==> config.mk <==
export PLATFORM = sky130hd
export DESIGN_NAME = fsm_rr_arb_flat
export DESIGN_NICKNAME = d
export VERILOG_FILES = /design/src/rtl/fsm_arb_pkg.sv /design/src/rtl/fsm_rr_arb_if.sv /design/src/rtl/fsm_rr_arb_rr_pick.sv /design/src/rtl/fsm_rr_arb.sv /design/src/flat_wrapper.sv
export SDC_FILE = /design/constraint.sdc
export NUM_CORES = 1
export LEC_CHECK = 0
export CORE_MARGIN = 5
export CORE_UTILIZATION = 49
export CTS_BUF_LIST = sky130_fd_sc_hd__clkbuf_4
export CTS_CLUSTER_DIAMETER = 50
export CTS_CLUSTER_SIZE = 40
export DETAILED_ROUTE_END_ITERATION = 7
export HOLD_SLACK_MARGIN = 0.15
export PLACE_DENSITY_LB_ADDON = 0.3
export SYNTH_ARGS = -nofsm -noshare
export SYNTH_HDL_FRONTEND = slang
export SYNTH_SLANG_ARGS = --single-unit
==> constraint.sdc <==
create_clock -name clk -period 1.6 [get_ports clk]
set_clock_uncertainty 0.05 [all_clocks]
set_input_delay 0.24 -clock clk [delete_from_list [all_inputs] [get_ports clk]]
set_output_delay 0.24 -clock clk [all_outputs]
set_load 0.03 [all_outputs]
==> src/rtl/fsm_arb_pkg.sv <==
// rtl/fsm_arb_pkg.sv - shared state encoding and sizing helper for the round-robin bus grant controller
//
// Purpose : 2-bit grant-flow state type plus the grant-index width helper used
//           by the interface, the arbiter and the top level.
// Ports   : none (package)
package fsm_arb_pkg;

  typedef enum logic [1:0] {
    IDLE  = 2'b00,
    BBUSY = 2'b01,
    BWAIT = 2'b10,
    BFREE = 2'b11
  } state_t;

  // Width of a master index; a single-master build still carries a 1-bit id.
  function automatic int id_w(input int n_req);
    return (n_req > 1) ? $clog2(n_req) : 1;
  endfunction

endpackage

==> src/rtl/fsm_rr_arb_if.sv <==
// rtl/fsm_rr_arb_if.sv - request/grant and target handshake bundle of the bus grant controller
//
// Purpose : groups the master request vector, the target done/dly handshake
//           and the registered grant outputs.
// Ports   : req[N_REQ], done, dly        (driven by masters / target)
//           gnt[N_REQ], gnt_id, busy, timeout (driven by the arbiter)
// Modports: master - the bus side that drives requests and handshake
//           slave  - the grant controller
interface fsm_rr_arb_if #(
  parameter int N_REQ = 4
);
  import fsm_arb_pkg::*;

  localparam int ID_W = id_w(N_REQ);

  logic [N_REQ-1:0] req;
  logic             done;
  logic             dly;
  logic [N_REQ-1:0] gnt;
  logic [ID_W-1:0]  gnt_id;
  logic             busy;
  logic             timeout;

  modport master (
    output req, done, dly,
    input  gnt, gnt_id, busy, timeout
  );

  modport slave (
    input  req, done, dly,
    output gnt, gnt_id, busy, timeout
  );

endinterface

==> src/rtl/fsm_rr_arb_rr_pick.sv <==
// rtl/fsm_rr_arb_rr_pick.sv - combinational round-robin winner selection
//
// Purpose : picks the first set request at or after index ptr+1 (wrapping).
// Ports   : req[N_REQ] in  - request vector
//           ptr[ID_W]  in  - index of the previous winner
//           winner     out - selected index (0 when no request)
//           any_req    out - at least one request is set
module rr_pick #(
  parameter int N_REQ = 4,
  parameter int ID_W  = 2
) (
  input  logic [N_REQ-1:0] req,
  input  logic [ID_W-1:0]  ptr,
  output logic [ID_W-1:0]  winner,
  output logic             any_req
);

  logic            hi_hit;
  logic [ID_W-1:0] hi_idx;
  logic [ID_W-1:0] lo_idx;

  // Scanning downward leaves the lowest qualifying index in each candidate:
  // hi_idx is the lowest request above ptr, lo_idx the lowest overall (wrap case).
  always_comb begin
    hi_hit = 1'b0;
    hi_idx = '0;
    lo_idx = '0;
    for (int j = N_REQ - 1; j >= 0; j--) begin
      if (req[j]) begin
        lo_idx = ID_W'(j);
        if (j > int'(ptr)) begin
          hi_hit = 1'b1;
          hi_idx = ID_W'(j);
        end
      end
    end
  end

  assign winner  = hi_hit ? hi_idx : lo_idx;
  assign any_req = |req;

endmodule

==> src/rtl/fsm_rr_arb.sv <==
// rtl/fsm_rr_arb.sv - N-master round-robin bus grant controller with busy watchdog
//
// Purpose : IDLE/BBUSY/BWAIT/BFREE grant flow, round-robin arbitration,
//           registered one-hot grant and forced release of a stalled owner.
// Ports   : clk    in  - rising-edge clock
//           rst_n  in  - asynchronous active-low reset
//           bus    slave modport: req/done/dly in, gnt/gnt_id/busy/timeout out
module fsm_rr_arb
  import fsm_arb_pkg::*;
#(
  parameter int N_REQ    = 4,
  parameter int CNT_W    = 8,
  parameter int MAX_BUSY = 200
) (
  input  logic          clk,
  input  logic          rst_n,
  fsm_rr_arb_if.slave   bus
);

  localparam int              ID_W    = id_w(N_REQ);
  localparam bit              WD_EN   = (MAX_BUSY != 0);
  localparam logic [CNT_W-1:0] CNT_LAST = CNT_W'((MAX_BUSY > 0) ? MAX_BUSY - 1 : 0);

  state_t           state, next;
  logic [CNT_W-1:0] cnt;
  logic [ID_W-1:0]  ptr;
  logic [ID_W-1:0]  winner;
  logic             any_req;
  logic             arb;
  logic             force_rel;
  logic             hold_nxt;
  logic [ID_W-1:0]  owner_nxt;
  logic [N_REQ-1:0] gnt_nxt;

  logic [N_REQ-1:0] gnt_r;
  logic [ID_W-1:0]  gnt_id_r;
  logic             busy_r;
  logic             timeout_r;

  rr_pick #(.N_REQ(N_REQ), .ID_W(ID_W)) u_pick (
    .req     (bus.req),
    .ptr     (ptr),
    .winner  (winner),
    .any_req (any_req)
  );

  always_comb begin
    next      = IDLE;
    arb       = 1'b0;
    force_rel = 1'b0;
    case (state)
      IDLE, BFREE: begin
        if (any_req) begin
          next = BBUSY;
          arb  = 1'b1;
        end
      end
      BBUSY: begin
        // done wins over an expiring watchdog in the same cycle
        if (bus.done) begin
          next = bus.dly ? BWAIT : BFREE;
        end else if (WD_EN && cnt == CNT_LAST) begin
          next      = BFREE;
          force_rel = 1'b1;
        end else begin
          next = BBUSY;
        end
      end
      BWAIT: begin
        next = bus.dly ? BWAIT : BFREE;
      end
      default: next = IDLE;
    endcase
  end

  // Outputs are decoded from next so they appear right after the deciding edge.
  // gnt_id doubles as the frozen owner between arbitrations.
  always_comb begin
    owner_nxt = arb ? winner : gnt_id_r;
    hold_nxt  = (next == BBUSY) || (next == BWAIT);
    gnt_nxt   = '0;
    for (int j = 0; j < N_REQ; j++) begin
      gnt_nxt[j] = (owner_nxt == ID_W'(j));
    end
  end

  always_ff @(posedge clk or negedge rst_n) begin
    if (!rst_n) begin
      state     <= IDLE;
      ptr       <= ID_W'(N_REQ - 1);
      cnt       <= '0;
      gnt_r     <= '0;
      gnt_id_r  <= '0;
      busy_r    <= 1'b0;
      timeout_r <= 1'b0;
    end else begin
      state     <= next;
      timeout_r <= force_rel;
      busy_r    <= hold_nxt;
      gnt_r     <= hold_nxt ? gnt_nxt : '0;
      if (arb) begin
        ptr      <= winner;
        gnt_id_r <= winner;
        cnt      <= '0;
      end else if (state == BBUSY && cnt != '1) begin
        cnt <= cnt + 1'b1;
      end
    end
  end

  assign bus.gnt     = gnt_r;
  assign bus.gnt_id  = gnt_id_r;
  assign bus.busy    = busy_r;
  assign bus.timeout = timeout_r;

endmodule

==> src/flat_wrapper.sv <==
// flat-port wrapper written by rule: the top's interface ports become plain ports
module fsm_rr_arb_flat import fsm_arb_pkg::*;
#(
  parameter int N_REQ    = 4,
  parameter int CNT_W    = 8,
  parameter int MAX_BUSY = 200
)
  (clk, rst_n, bus_req, bus_done, bus_dly, bus_gnt, bus_gnt_id, bus_busy, bus_timeout);
  fsm_rr_arb_if #(.N_REQ(N_REQ)) bus_i ();
  input  logic clk;
  input  logic rst_n;
  input wire logic [$bits(bus_i.req)-1:0] bus_req;
  input wire logic [$bits(bus_i.done)-1:0] bus_done;
  input wire logic [$bits(bus_i.dly)-1:0] bus_dly;
  output wire logic [$bits(bus_i.gnt)-1:0] bus_gnt;
  output wire logic [$bits(bus_i.gnt_id)-1:0] bus_gnt_id;
  output wire logic [$bits(bus_i.busy)-1:0] bus_busy;
  output wire logic [$bits(bus_i.timeout)-1:0] bus_timeout;
  assign bus_i.req = bus_req;
  assign bus_i.done = bus_done;
  assign bus_i.dly = bus_dly;
  assign bus_gnt = bus_i.gnt;
  assign bus_gnt_id = bus_i.gnt_id;
  assign bus_busy = bus_i.busy;
  assign bus_timeout = bus_i.timeout;
  fsm_rr_arb #(.N_REQ(N_REQ), .CNT_W(CNT_W), .MAX_BUSY(MAX_BUSY)) u_core (.clk(clk), .rst_n(rst_n), .bus(bus_i));
endmodule
=== Yosys cells after proc, flatten, opt, wreduce, memory -nomap -nowiden ===
Index checks and enable logic that the tools add are counted.
Widths: inputs -> output; s select.

* Register bits after elaboration: 20
* Input port bits: 8
* Output and inout port bits: 8
* Word-level logic and storage cells: 59

* Add/sub/neg operators: 1
* Order comparisons: 3
* Eq/ne operators: 10
* Muxes and demuxes: 31
* Reductions and logical operators: 7

{| class="wikitable"
|+ Operators with widths
! cell !! count
|-
| $mux 2 || 14
|-
| $mux 8 || 2
|-
| $mux 1 || 13
|-
| $eq 2x2->1 const B || 5
|-
| $add 8x1->8 const B || 1
|-
| $eq 8x8->1 const B || 1
|-
| $ne 8x8->1 const B || 1
|-
| $eq 2x1->1 const B || 3
|-
| $pmux 2 s3 || 1
|-
| $gt 2x2->1 const A || 2
|-
| $logic_not 2->1 || 2
|-
| $mux 4 || 1
|-
| $reduce_or 4->1 || 1
|-
| $gt 1x2->1 const A || 1
|-
| $reduce_bool 2->1 || 1
|-
| $reduce_or 2->1 || 1
|-
| $logic_and 1x1->1 || 1
|-
| $logic_or 1x1->1 || 1
|}

=== Logic depth before layout (Yosys ltp) ===
* Depth after elaboration: 11
* Mapped depth: 8
* Depth with buffers taken out: 8

=== By module ===
A second synthesis with hierarchy kept.

* Cells, all modules: 98
* Area total of the unflattened synthesis: 975.9 sq um

{| class="wikitable"
|+ Modules (own cells, without submodules)
! module !! instances !! cells an instance !! area each (sq um) !! seq. area each (sq um)
|-
| fsm_rr_arb || 1 || 85 || 905.9 || 503.0
|-
| rr_pick || 1 || 13 || 70.1 || 0.0
|}

=== Least setup slack after synthesis ===
Ideal clock, no wire load.

* Kind: reg-to-reg
* From: register u_core.state[0]
* To: register u_core.gnt_r[2] (netlist: u_core.bus.gnt[2])
* Library setup time: 0.127 ns
* Arrival: 1.520 ns
* Required time: 1.423 ns
* Setup slack: -0.097 ns
* Stages on the path, launching flop included: 8
* Path buffers: 0
* Clock period less this slack: 1.697 ns
* Path through: dfrtp_1 -> inv_1 -> ha_1 -> inv_1 -> a21oi_2 -> a21oi_1 -> xor2_2 -> nor3_1

* Cells in the longest elaborated chain, start to end: 6
* Elaborated cells between the ends (all ways): 13
* Classes of those cells: eq/ne: 6; mux: 4; reduce/logical: 3

{| class="wikitable"
|+ RTL lines
! element !! line !! RTL
|-
| start: declaration || fsm_rr_arb.sv:24 || <nowiki>state_t state, next;</nowiki>
|-
| start signal: assignment || fsm_rr_arb.sv:97 || <nowiki>state <= next;</nowiki>
|-
| $eq 2x2->1 or $logic_not 2->1 (tied branches) || fsm_rr_arb.sv:51 || <nowiki>case (state)</nowiki>
|-
| $reduce_or 2->1 || fsm_rr_arb.sv:51 ||
|-
| $pmux 2 s3 or $mux 1 (tied branches) || fsm_rr_arb.sv:51 ||
|-
| $eq 2x1->1, or another cell as far along || fsm_rr_arb.sv:80 || <nowiki>hold_nxt = (next == BBUSY) || (next == BWAIT);</nowiki>
|-
| $logic_or 1x1->1 or $eq 2x2->1 (tied branches) || fsm_rr_arb.sv:80, fsm_rr_arb.sv:83 ||
|-
| $mux 4 (*) || fsm_rr_arb.sv:100 || <nowiki>gnt_r <= hold_nxt ? gnt_nxt : '0;</nowiki>
|-
| end signal: assignment || fsm_rr_arb.sv:100 ||
|-
| end: declaration || fsm_rr_arb.sv:35 || <nowiki>logic [N_REQ-1:0] gnt_r;</nowiki>
|}

Mark *: on every way between the ends. The rest lies on a longest branch, timed or not.
A chain may end at the register's enable or synchronous reset.

=== Worst setup path in the final report ===
* From: register u_core.cnt[1]
* To: register u_core.gnt_r[1] (netlist: u_core.bus.gnt[1])

* Cells in the longest elaborated chain, start to end: 7
* Elaborated cells between the ends (all ways): 8
* Classes of those cells: eq/ne: 3; mux: 4; reduce/logical: 1

{| class="wikitable"
|+ RTL lines
! element !! line !! RTL
|-
| start: declaration || fsm_rr_arb.sv:25 || <nowiki>logic [CNT_W-1:0] cnt;</nowiki>
|-
| start signal: assignment || fsm_rr_arb.sv:106 || <nowiki>cnt <= cnt + 1'b1;</nowiki>
|-
| $eq 8x8->1 (*) || fsm_rr_arb.sv:62 || <nowiki>end else if (WD_EN && cnt == CNT_LAST) begin</nowiki>
|-
| $mux 2 (*) || fsm_rr_arb.sv:62 ||
|-
| $mux 2 (*) || fsm_rr_arb.sv:60 || <nowiki>if (bus.done) begin</nowiki>
|-
| $pmux 2 s3 (*) || fsm_rr_arb.sv:51 ||
|-
| via u_core.next[1] || fsm_rr_arb.sv:24 ||
|-
| $eq 2x1->1 or $eq 2x2->1 (tied branches) || fsm_rr_arb.sv:80 ||
|-
| $logic_or 1x1->1 (*) || fsm_rr_arb.sv:80 ||
|-
| $mux 4 (*) || fsm_rr_arb.sv:100 ||
|}

The timed path passes the listed nets; every way through them passes the cells marked *.

==> flow_summary.yaml <==
logic_synthesis:
  async_flop_share_pct: 100
  ys_seq_area_share_pct: 51.0
  syn_nets: 105
  ys.flop_type: "dfrtp_1"
  postSynthAreaPerCell_um2: 10.5
  yosysUniqueCellTypes: 31
  synth_edf_count: 0
  syn_area_um2: 986
  ys_warn_count: 0
  postSynthCellCount: 94
  netlist_top_cells_area: "dfrtp_1 46%, dfstp_2 5.3%, ha_1 3.8%"
  yosys.area.top_type: "dfrtp_1"
  synth_top_area_share_pct: 45.7
  ys_seq_elements: 20
placed_design:
  dp.cells: 155
  place_congestion: 0.804
  dpl_worst_slack_ps: -322
  dp_hpwl_mm: 1.74
  placed_area_mm2: 0.00134
  portBuffers: 15
critical_path:
  reg2reg_from: "u_core.cnt[1]"
  r2r_slack_ps: -90
  cp_max_fo: 5
  crit_cells: 6
  slowest_stage: "dfrtp_1"
  cp-startpoint: "u_core.cnt[1]"
  endpoint: "u_core.bus.gnt[1]"
  worstPathRequired_ps: 1740
  path_cells: "ha_4 > and4_4 > nand2_4 > a211oi_4 > xor2_2 > nor3_1"
  r2r-end: "u_core.bus.gnt[1]"
  cp.buffers_inverters: 0
  worstSetupPathType: "flop to flop"
  crit_arrival_ps: 1830
  crit_family: "flip-flops"
  start_kind: "flop"
  cp_slowest_stage_delay_ps: 420
  rr_worst_depth: 6
  endpoint_kind: "flop"
timing:
  rsz0062_at_grt: "true"
  worst_pin_slew_ps: 374
  fmax_mhz: 591
  worst_hold_slack_ps: 437
  layout_worst_path_cycle_share_pct: 106
  relSlewSlack_pct: 75.0
  finalSetupViolations: 6
  fin_crit_ps: 1690
  slew_violations: 0
  worst_slack_ps: -91.6
  hold_viol: 0
run_status:
  outcome: "complete, but fails checks"
  violations: "setup timing"
flow_run:
  cap_violations: 0
die:
  rows: 16
  die_area_mm2: 0.00301
  core_mm2: 0.00194
  pin_count: 16
  dieWidth_um: 54.9
  start_util_pct: 50.8
  die_y_um: 54.9
worst_hold_path:
  min_path_type: "input port to flop"
  hp-start: "bus_req[2]"
finish:
  n_antenna_cell: 0
  fin_nets: 151
  final_common_cell: "buf_4"
  num-fill-cells: 136
  layout_common_cells: "26 x buf_4, 18 x dfrtp_1, 9 x nor2_1"
  drive_gt1_share_pct: 38.1
  fin_util_pct: 76.2
  stdcell_count: 166
  fin_area_mm2: 0.00148
  area_growth_pct: 50.1
clocking:
  worstSkewPairLatency_ps: 310
  root_buffer: "clkbuf_4"
  cts_tree: "yes"
  htreeDepth: 1
  cts.path.max_buffers: 2
  cts_made_buffers: 3
  cts.sinks: 20
  clkTransAtPathRegs_ps: 110
route:
  drt_wl_total_mm: 2.36
  drtAntennaViolNets: 0
  viasPerCell: 5.25
  post_drt_wl_per_cell_um: 14.2
  drt_iter0_drc: 12
  drc: 0
  vias: 871
  drt_first_pass_iters: 4
power:
  p_leak_uw: 0.000695
  ir_drop_mv: 1.22
  powerDensity_mw_per_mm2: 1720
global_route:
  grt_pass1_wl_mm: 3.91
  grt_max_degree: 14
  grt_pass1_vias: 896
  globalRouteOverflowTotal: 0
  grt_use_total_pct: 19.2
  antenna_found_initial: 0
==> layout make-up <==
cell class | count | area [um^2] | share of cell area, %
clock inverters | 1 | 3.75 | 0.254
repair buffers | 42 | 350 | 23.7
clock buffers | 3 | 22.5 | 1.52
flip-flops and latches | 20 | 503 | 34.0
multi-input cells | 63 | 529 | 35.8
inverters | 10 | 37.5 | 2.54
well taps | 27 | 33.8 | 2.28
==> sequential cells by signal, summed over array words and instances, names as in the netlist <==
| name | cells |
|---|---|
| u_core.bus.gnt | 4 |
| u_core.state | 2 |
| u_core.bus.busy | 1 |
| u_core.cnt | 8 |
| u_core.bus.gnt_id | 2 |
| u_core.ptr | 2 |
| u_core.bus.timeout | 1 |
==> routing by layer <==
metal,global-route usage (%),wire (um)
met1,21.6,899
met4,13.3,87
met5,0,0
met3,3.54,97
met2,32.3,1280
==> power breakdown <==
group / leakage, uW / switching (uW) / internal (uW)
clock: 0.0000154 / 154 / 91.3
sequential: 0.000258 / 81.1 / 669
combinational: 0.000421 / 861 / 687
total: 0.000695 / 1100 / 1450
==> kinds of logic (layout without fill, tap and decap cells) <==
logic type,Yosys count,count (layout),share of synthesized area [%]
buffers and inverters,11,56,4.19
AND/OR/NAND/NOR,32,32,16.4
XOR/XNOR,4,4,4.32
flip-flops,20,20,51.0
AO/OA/AOI/OAI,24,24,20.3
adder cells (fa/ha/maj),3,3,3.81
==> through the flow <==
step | total power, uW | TNS (ps)
2_1_floorplan | 1600 | 0
3_3_place_gp | 2100 | -1200
3_5_place_dp | 2160 | -1980
4_1_cts | 2420 | -438
5_1_grt | 2740 | -948
6_report | 2540 | -353
==> worst register-to-register path, stage by stage (launching register included) <==
cell and delay, ps:
dfrtp_1 420, ha_4 160, and4_4 230, nand2_4 60
a211oi_4 260, xor2_2 290, nor3_1 100
==> worst min path at each step <==
stage | endpoint | slack (ps) | cells past startpoint
after floorplan | u_core.bus.busy | -110 | 0
after global placement | u_core.cnt[1] | 480 | 2
after detailed placement | u_core.ptr[1] | 480 | 1
after CTS | u_core.ptr[1] | 500 | 1
after global routing | u_core.ptr[0] | 500 | 4
final | u_core.ptr[0] | 440 | 4
==> Yosys cell counts, drive strengths merged, types with 2 or more instances <==
cell type,instances
nand2,5
xor2,4
a21oi,6
nand4,2
dfstp,2
nor3,6
a31oi,3
a211oi,3
o21ai,4
nor2,10
and4,2
inv,10
nand3,4
a21boi,3
ha,3
dfrtp,18
==> timing repair <==
action | 4_1_cts | 5_1_grt
hold endpoints to repair | 5 | 0
setup endpoints to repair | 16 | 13
pin swaps | 7 | 8
hold buffers | 1 | 0
gates cloned | 0 | 0
setup buffers | 3 | 4
gates resized for setup | 18 | 7
No activity file was read; power rests on OpenSTA's default activity.
==> RTL change 1, RTL diff (same settings) <==
Make the reset (`rst_n`) synchronous in one clocked block. Comments in the files are not updated.
--- a/src/rtl/fsm_rr_arb.sv
+++ b/src/rtl/fsm_rr_arb.sv
@@ -84,7 +84,7 @@
     end
   end
 
-  always_ff @(posedge clk or negedge rst_n) begin
+  always_ff @(posedge clk) begin
     if (!rst_n) begin
       state     <= IDLE;
       ptr       <= ID_W'(N_REQ - 1);
Check against the original RTL: differs if rst_n is asserted again (counterexample within 4 cycles, from zero or initial values and one cycle with rst_n low); with rst_n held inactive, the same outputs for 10 cycles.
==> RTL change 1 against the unedited design <==
The flow still finishes with violations (setup timing); synthesized area rose by 1.0%; worst setup slack got worse by 0.036 ns; design area rose by 6.1%; die area rose by 0.84%; sequential cell count did not move; wire length rose by 32%; maximum frequency fell by 2.1%; cell count rose by 13%; critical endpoint is now u_core.bus.gnt[2].
Power is not compared: it rests on default switching activity, and its combinational part moved more than twofold at a synthesized area within 25%.
==> RTL change 1: results (changes against the unedited design) <==
- Status: complete, but fails checks
- Failing checks: setup timing
- Netlist cell types: 38 (+23%)
- Synth top area cells: dfxtp_1 40%, nor2_1 6.4%, ha_1 3.8%, o41ai_4 2.8%, xor2_1 2.6%
- Seq/Total Area, Yosys: 40.2% (-11 points)
- Via-per-instance ratio: 5.68 (+8.2%)
- Slew margin rel.: 72.3% (-2.7 points)
- Total Negative Setup Slacks: -0.558 ns (-0.205 ns)
- Async S/R FF share, synth: 0% (-100 points)
- Final setup vio count: 7 (+1)
- Synthesized net count: 124 (+18%)
- # fillers: 118 (-13%)
- Routed WL: 3100 µm (+32%)
- Largest net degree at the start of global routing: 12 (-2)
- Pre-CTS setup slack: -0.514 ns (-0.192 ns)
- Setup ws final: -0.128 ns (-0.0359 ns)
- Post-synth top cells: 20 x dfxtp_1, 17 x nor2_1, 6 x nand2_1
- Vias in the first global route: 1012 (+13%)
- Global-route wire length before repair: 4580 µm (+17%)
- NumNets Final: 172 (+14%)
- Starting DRT DRC Count: 23 (+11)
- Final HPWL DP: 2020 µm (+16%)
- Vias: 1062 (+22%)
- Total track usage: 22.1% (+2.9 points)
- Dpl cell area: 1380 µm² (+2.6%)
- Slowest-stage cell, CP: or3b_4
- Layout cells sized above 1: 40.0% (+1.9 points)
## RTL change 1: changes by cell type after synthesis, sizes merged, moves of 4 or more
cell / before / now
nor4: 0 / 4
dfrtp: 18 / 0
nor2: 10 / 17
inv: 10 / 4
dfxtp: 0 / 20
a21oi: 6 / 2
## RTL change 1: final cells by class
class	instances	area [µm²]	share of cell area, %
clock buffer	3	22.5	1.43
clock inverter	1	3.75	0.239
inverter	4	15.0	0.956
multi-input combinational	85	694	44.2
sequential	20	405	25.8
tap	27	33.8	2.15
timing repair buffer	47	395	25.2
## RTL change 1: power breakdown
part | switching (mW) | total [mW] | internal [mW]
clock | 0.170 | 0.261 | 0.0916
combinational | 0.280 | 0.548 | 0.268
sequential | 0.0242 | 0.563 | 0.539
total | 0.474 | 1.37 | 0.898
## RTL change 1: critical path: cells and delay by family, from the launching register on
family	cells	cell delay, ns
compound gates	3	0.53
simple gates	1	0.41
flops	1	0.35
fa+ha+maj	1	0.27
buf+inv	1	0.04
## RTL change 1: cells by family after synthesis
group           Yosys count  share of synthesized area, %
buf+inv                   8                          3.14
mux                       1                          1.01
simple gates             55                          29.5
flops                    20                          40.2
compound gates           23                          19.7
xor+xnor                  3                          2.64
fa+ha+maj                 3                          3.77
## RTL change 1: path summary, 6_finish.rpt
path                                       from           endpoint  slack, ns  cells past startpoint
worst max register to register  u_core.state[0]  u_core.bus.gnt[2]      -0.13                      6
worst max-delay path            u_core.state[0]  u_core.bus.gnt[2]      -0.13                      6
worst min register to register    u_core.cnt[7]      u_core.cnt[7]       0.52                      1
worst min-delay path                 bus_req[3]      u_core.cnt[5]       0.47                      5
## RTL change 1: timing repair
action                                 in CTS  in global routing
cloned                                      0                  0
setup endpoints to repair                  23                 18
endpoints found under the hold margin       0                  0
resized for setup                          21                 19
buffers inserted                            5                  2
pin swaps                                   8                  5
## RTL change 1: metrics by stage
stage                     hold slack [ns]  total power [mW]
after floorplan                     0.404             0.815
after detailed placement            0.467              1.03
after CTS                           0.495              1.32
after global placement              0.462              1.00
after global routing                0.534              1.41
final                               0.472              1.37
## RTL change 1: routing by layer
| layer | track usage, % | share of wire (%) | wire, µm | up-vias |
|---|---|---|---|---|
| li1 | - | - | - | 515 |
| met1 | 24.0 | 42 | 1310 | 511 |
| met2 | 39.2 | 51 | 1580 | 27 |
| met3 | 4.83 | 4.3 | 133 | 9 |
| met4 | 12.6 | 2.7 | 84 | 0 |
| met5 | 0 | 0 | 0 | - |
==> RTL change 2, RTL diff (same settings) <==
Made on the original files. `N_REQ` is set to 4 in 4 places; all go to 5.
--- a/src/rtl/fsm_rr_arb_if.sv
+++ b/src/rtl/fsm_rr_arb_if.sv
@@ -7,7 +7,7 @@
 // Modports: master - the bus side that drives requests and handshake
 //           slave  - the grant controller
 interface fsm_rr_arb_if #(
-  parameter int N_REQ = 4
+  parameter int N_REQ = 5
 );
   import fsm_arb_pkg::*;
 
--- a/src/rtl/fsm_rr_arb_rr_pick.sv
+++ b/src/rtl/fsm_rr_arb_rr_pick.sv
@@ -6,7 +6,7 @@
 //           winner     out - selected index (0 when no request)
 //           any_req    out - at least one request is set
 module rr_pick #(
-  parameter int N_REQ = 4,
+  parameter int N_REQ = 5,
   parameter int ID_W  = 2
 ) (
   input  logic [N_REQ-1:0] req,
--- a/src/rtl/fsm_rr_arb.sv
+++ b/src/rtl/fsm_rr_arb.sv
@@ -8,7 +8,7 @@
 module fsm_rr_arb
   import fsm_arb_pkg::*;
 #(
-  parameter int N_REQ    = 4,
+  parameter int N_REQ    = 5,
   parameter int CNT_W    = 8,
   parameter int MAX_BUSY = 200
 ) (
--- a/src/flat_wrapper.sv
+++ b/src/flat_wrapper.sv
@@ -1,7 +1,7 @@
 // flat-port wrapper written by rule: the top's interface ports become plain ports
 module fsm_rr_arb_flat import fsm_arb_pkg::*;
 #(
-  parameter int N_REQ    = 4,
+  parameter int N_REQ    = 5,
   parameter int CNT_W    = 8,
   parameter int MAX_BUSY = 200
 )
Ports: changed (resized bus_gnt, bus_gnt_id and bus_req); port bits go from 16 to 19. The function was not compared with the original's and may differ.
==> RTL change 2 against the unedited design <==
Highest routed layer unchanged; synthesized area rose by 18%; hold slack lost 0.22 ns; cell count up 17%; critical endpoint unchanged; sequential cell count grew 3; worst setup slack lost 0.15 ns; design area is 21% higher; maximum frequency down 8.4%; the run still ends with setup timing left; power up 26%; wire length is 31% higher; largest power group unchanged; die area rose by 15%; combinational power grew 35%.
==> RTL change 2: results (changes against the unedited design) <==
- Critical Path Max Stage Delay: 0.56 ns (+0.14 ns)
- Cells on worst reg2reg path: 5 (-1)
- Synth Area in Compound Gates: 14.7% (-5.6 points)
- Cell count after synthesis: 117 (+24%)
- Crit path from: u_core.ptr[0]
- Setup ws final: -0.246 ns (-0.154 ns)
- Logic inverters: 6 (-4)
- Post-synth top cells: 22 x dfrtp_1, 15 x nor2_1, 9 x nand2_1
- Starting DRT DRC Count: 43 (+31)
- Netlist cell types: 41 (+32%)
- Mux share of post-synthesis cell area: 1.72% (+1.7 points)
- Layout cells sized above 1: 39.2% (+1.0 points)
- NumNets Final: 179 (+19%)
- Failing checks: setup timing
- Non-clock buffer share of cell area: 21.7% (-1.9 points)
- Global-route wire length before repair: 5350 µm (+37%)
- Synthesized net count: 129 (+23%)
- Routed WL: 3090 µm (+31%)
- Register share of the cell area: 32.3% (-1.7 points)
- Synth Area in Adders: 3.22% (-0.59 points)
- Met3 wire length: 76 µm (-22%)
- CP max FO: 3 (-2)
- Final Wtd Congestion: 0.853 (+6.1%)
- PortBufs: 18 (+3)
- Wire length on met1: 1310 µm (+45%)
- Antenna diode count: 0 (unchanged)
- Post-synthesis register bit count: 23 (+15%)
- Seq/Total Area, Yosys: 49.5% (-1.6 points)
- Status: complete, but fails checks
- Cell Area, Synth: 1170 µm² (+18%)
- Slew margin rel.: 75.6% (+0.61 points)
- Dpl cell area: 1610 µm² (+20%)
- Synth Area in XOR/XNOR: 3.76% (-0.56 points)
- Slowest-stage cell, CP: or4b_4
- Non-CTS buffers: 48 (+14%)
- Vias in the first global route: 1142 (+27%)
- Largest net degree at the start of global routing: 24 (+10)
- Via-per-instance ratio: 5.49 (+4.7%)
- Clock buf/inv share: 1.68% (-0.093 points)
- Met2 WL post-DR: 1670 µm (+31%)
- Total track usage: 20.4% (+1.3 points)
- Final setup vio count: 7 (+1)
- Peak supply drop: 0.00153 V (+25%)
- Multi-input gate area: 733 µm² (+39%)
- Synth top area cells: dfrtp_1 47%, nor2_1 4.8%, ha_1 3.2%, xor2_1 3.0%, nand2_1 2.9%
- Pleak: 0.825 nW (+19%)
- Clock buffer count: 4 (+1)
- # Post-CTS Setup Buffers: 2 (-1)
- Multi-In Gates: 85 (+35%)
- # fillers: 146 (+7.4%)
- Crit path arrival time: 2.03 ns (+0.20 ns)
==> RTL change 2: changes by cell type in the layout (fill, tap and decap cells not counted), moves of 3 or more <==
cell,unedited run,this run
a21oi_1,3,0
buf_4,26,30
nor2_1,9,15
inv_1,8,4
nand2_1,4,7
dfrtp_1,18,22
dlygate4sd2_1,8,14
a21boi_0,3,0
and3_1,0,3
==> RTL change 2: through the flow <==
step                      setup TNS (ns)  utilization, %  worst slack [ns]  hold WS [ns]  instances
after CTS                         -0.980            76.6            -0.186         0.218        193
after floorplan                   -0.444               -            -0.130        -0.106        117
after detailed placement           -8.79            72.0            -0.665         0.487        187
final                              -1.14            79.9            -0.246         0.214        194
after global routing               -1.68            79.9            -0.289         0.221        194
after global placement             -7.44            72.0            -0.575         0.480        187
==> RTL change 2: worst max-delay path, delay by kind of cell (launching register included) <==
kind,cells,cell delay (ns)
AO/OA/AOI/OAI,2,0.22
flip-flops,1,0.43
AND/OR/NAND/NOR,3,1.07
==> RTL change 2: routing by layer <==
| layer | vias up | GRT usage (%) |
|---|---|---|
| met3 | 4 | 3.73 |
| met4 | 0 | 9.39 |
| met2 | 16 | 36.6 |
| met1 | 530 | 23.3 |
| li1 | 516 | - |
| met5 | - | 0 |
==> RTL change 2: worst min-delay path by stage <==
| stage | endpoint | slack [ns] | cells after the start |
|---|---|---|---|
| CTS | u_core.cnt[7] | 0.22 | 2 |
| global placement | u_core.bus.timeout | 0.48 | 2 |
| global route | u_core.cnt[7] | 0.22 | 2 |
| floorplan | u_core.bus.busy | -0.11 | 0 |
| finish | u_core.cnt[7] | 0.21 | 2 |
| detailed placement | u_core.bus.timeout | 0.49 | 2 |
==> RTL change 2: report_power, final <==
group / switching (mW) / internal, mW
sequential: 0.0945 / 0.749
clock: 0.168 / 0.114
combinational: 1.10 / 0.990
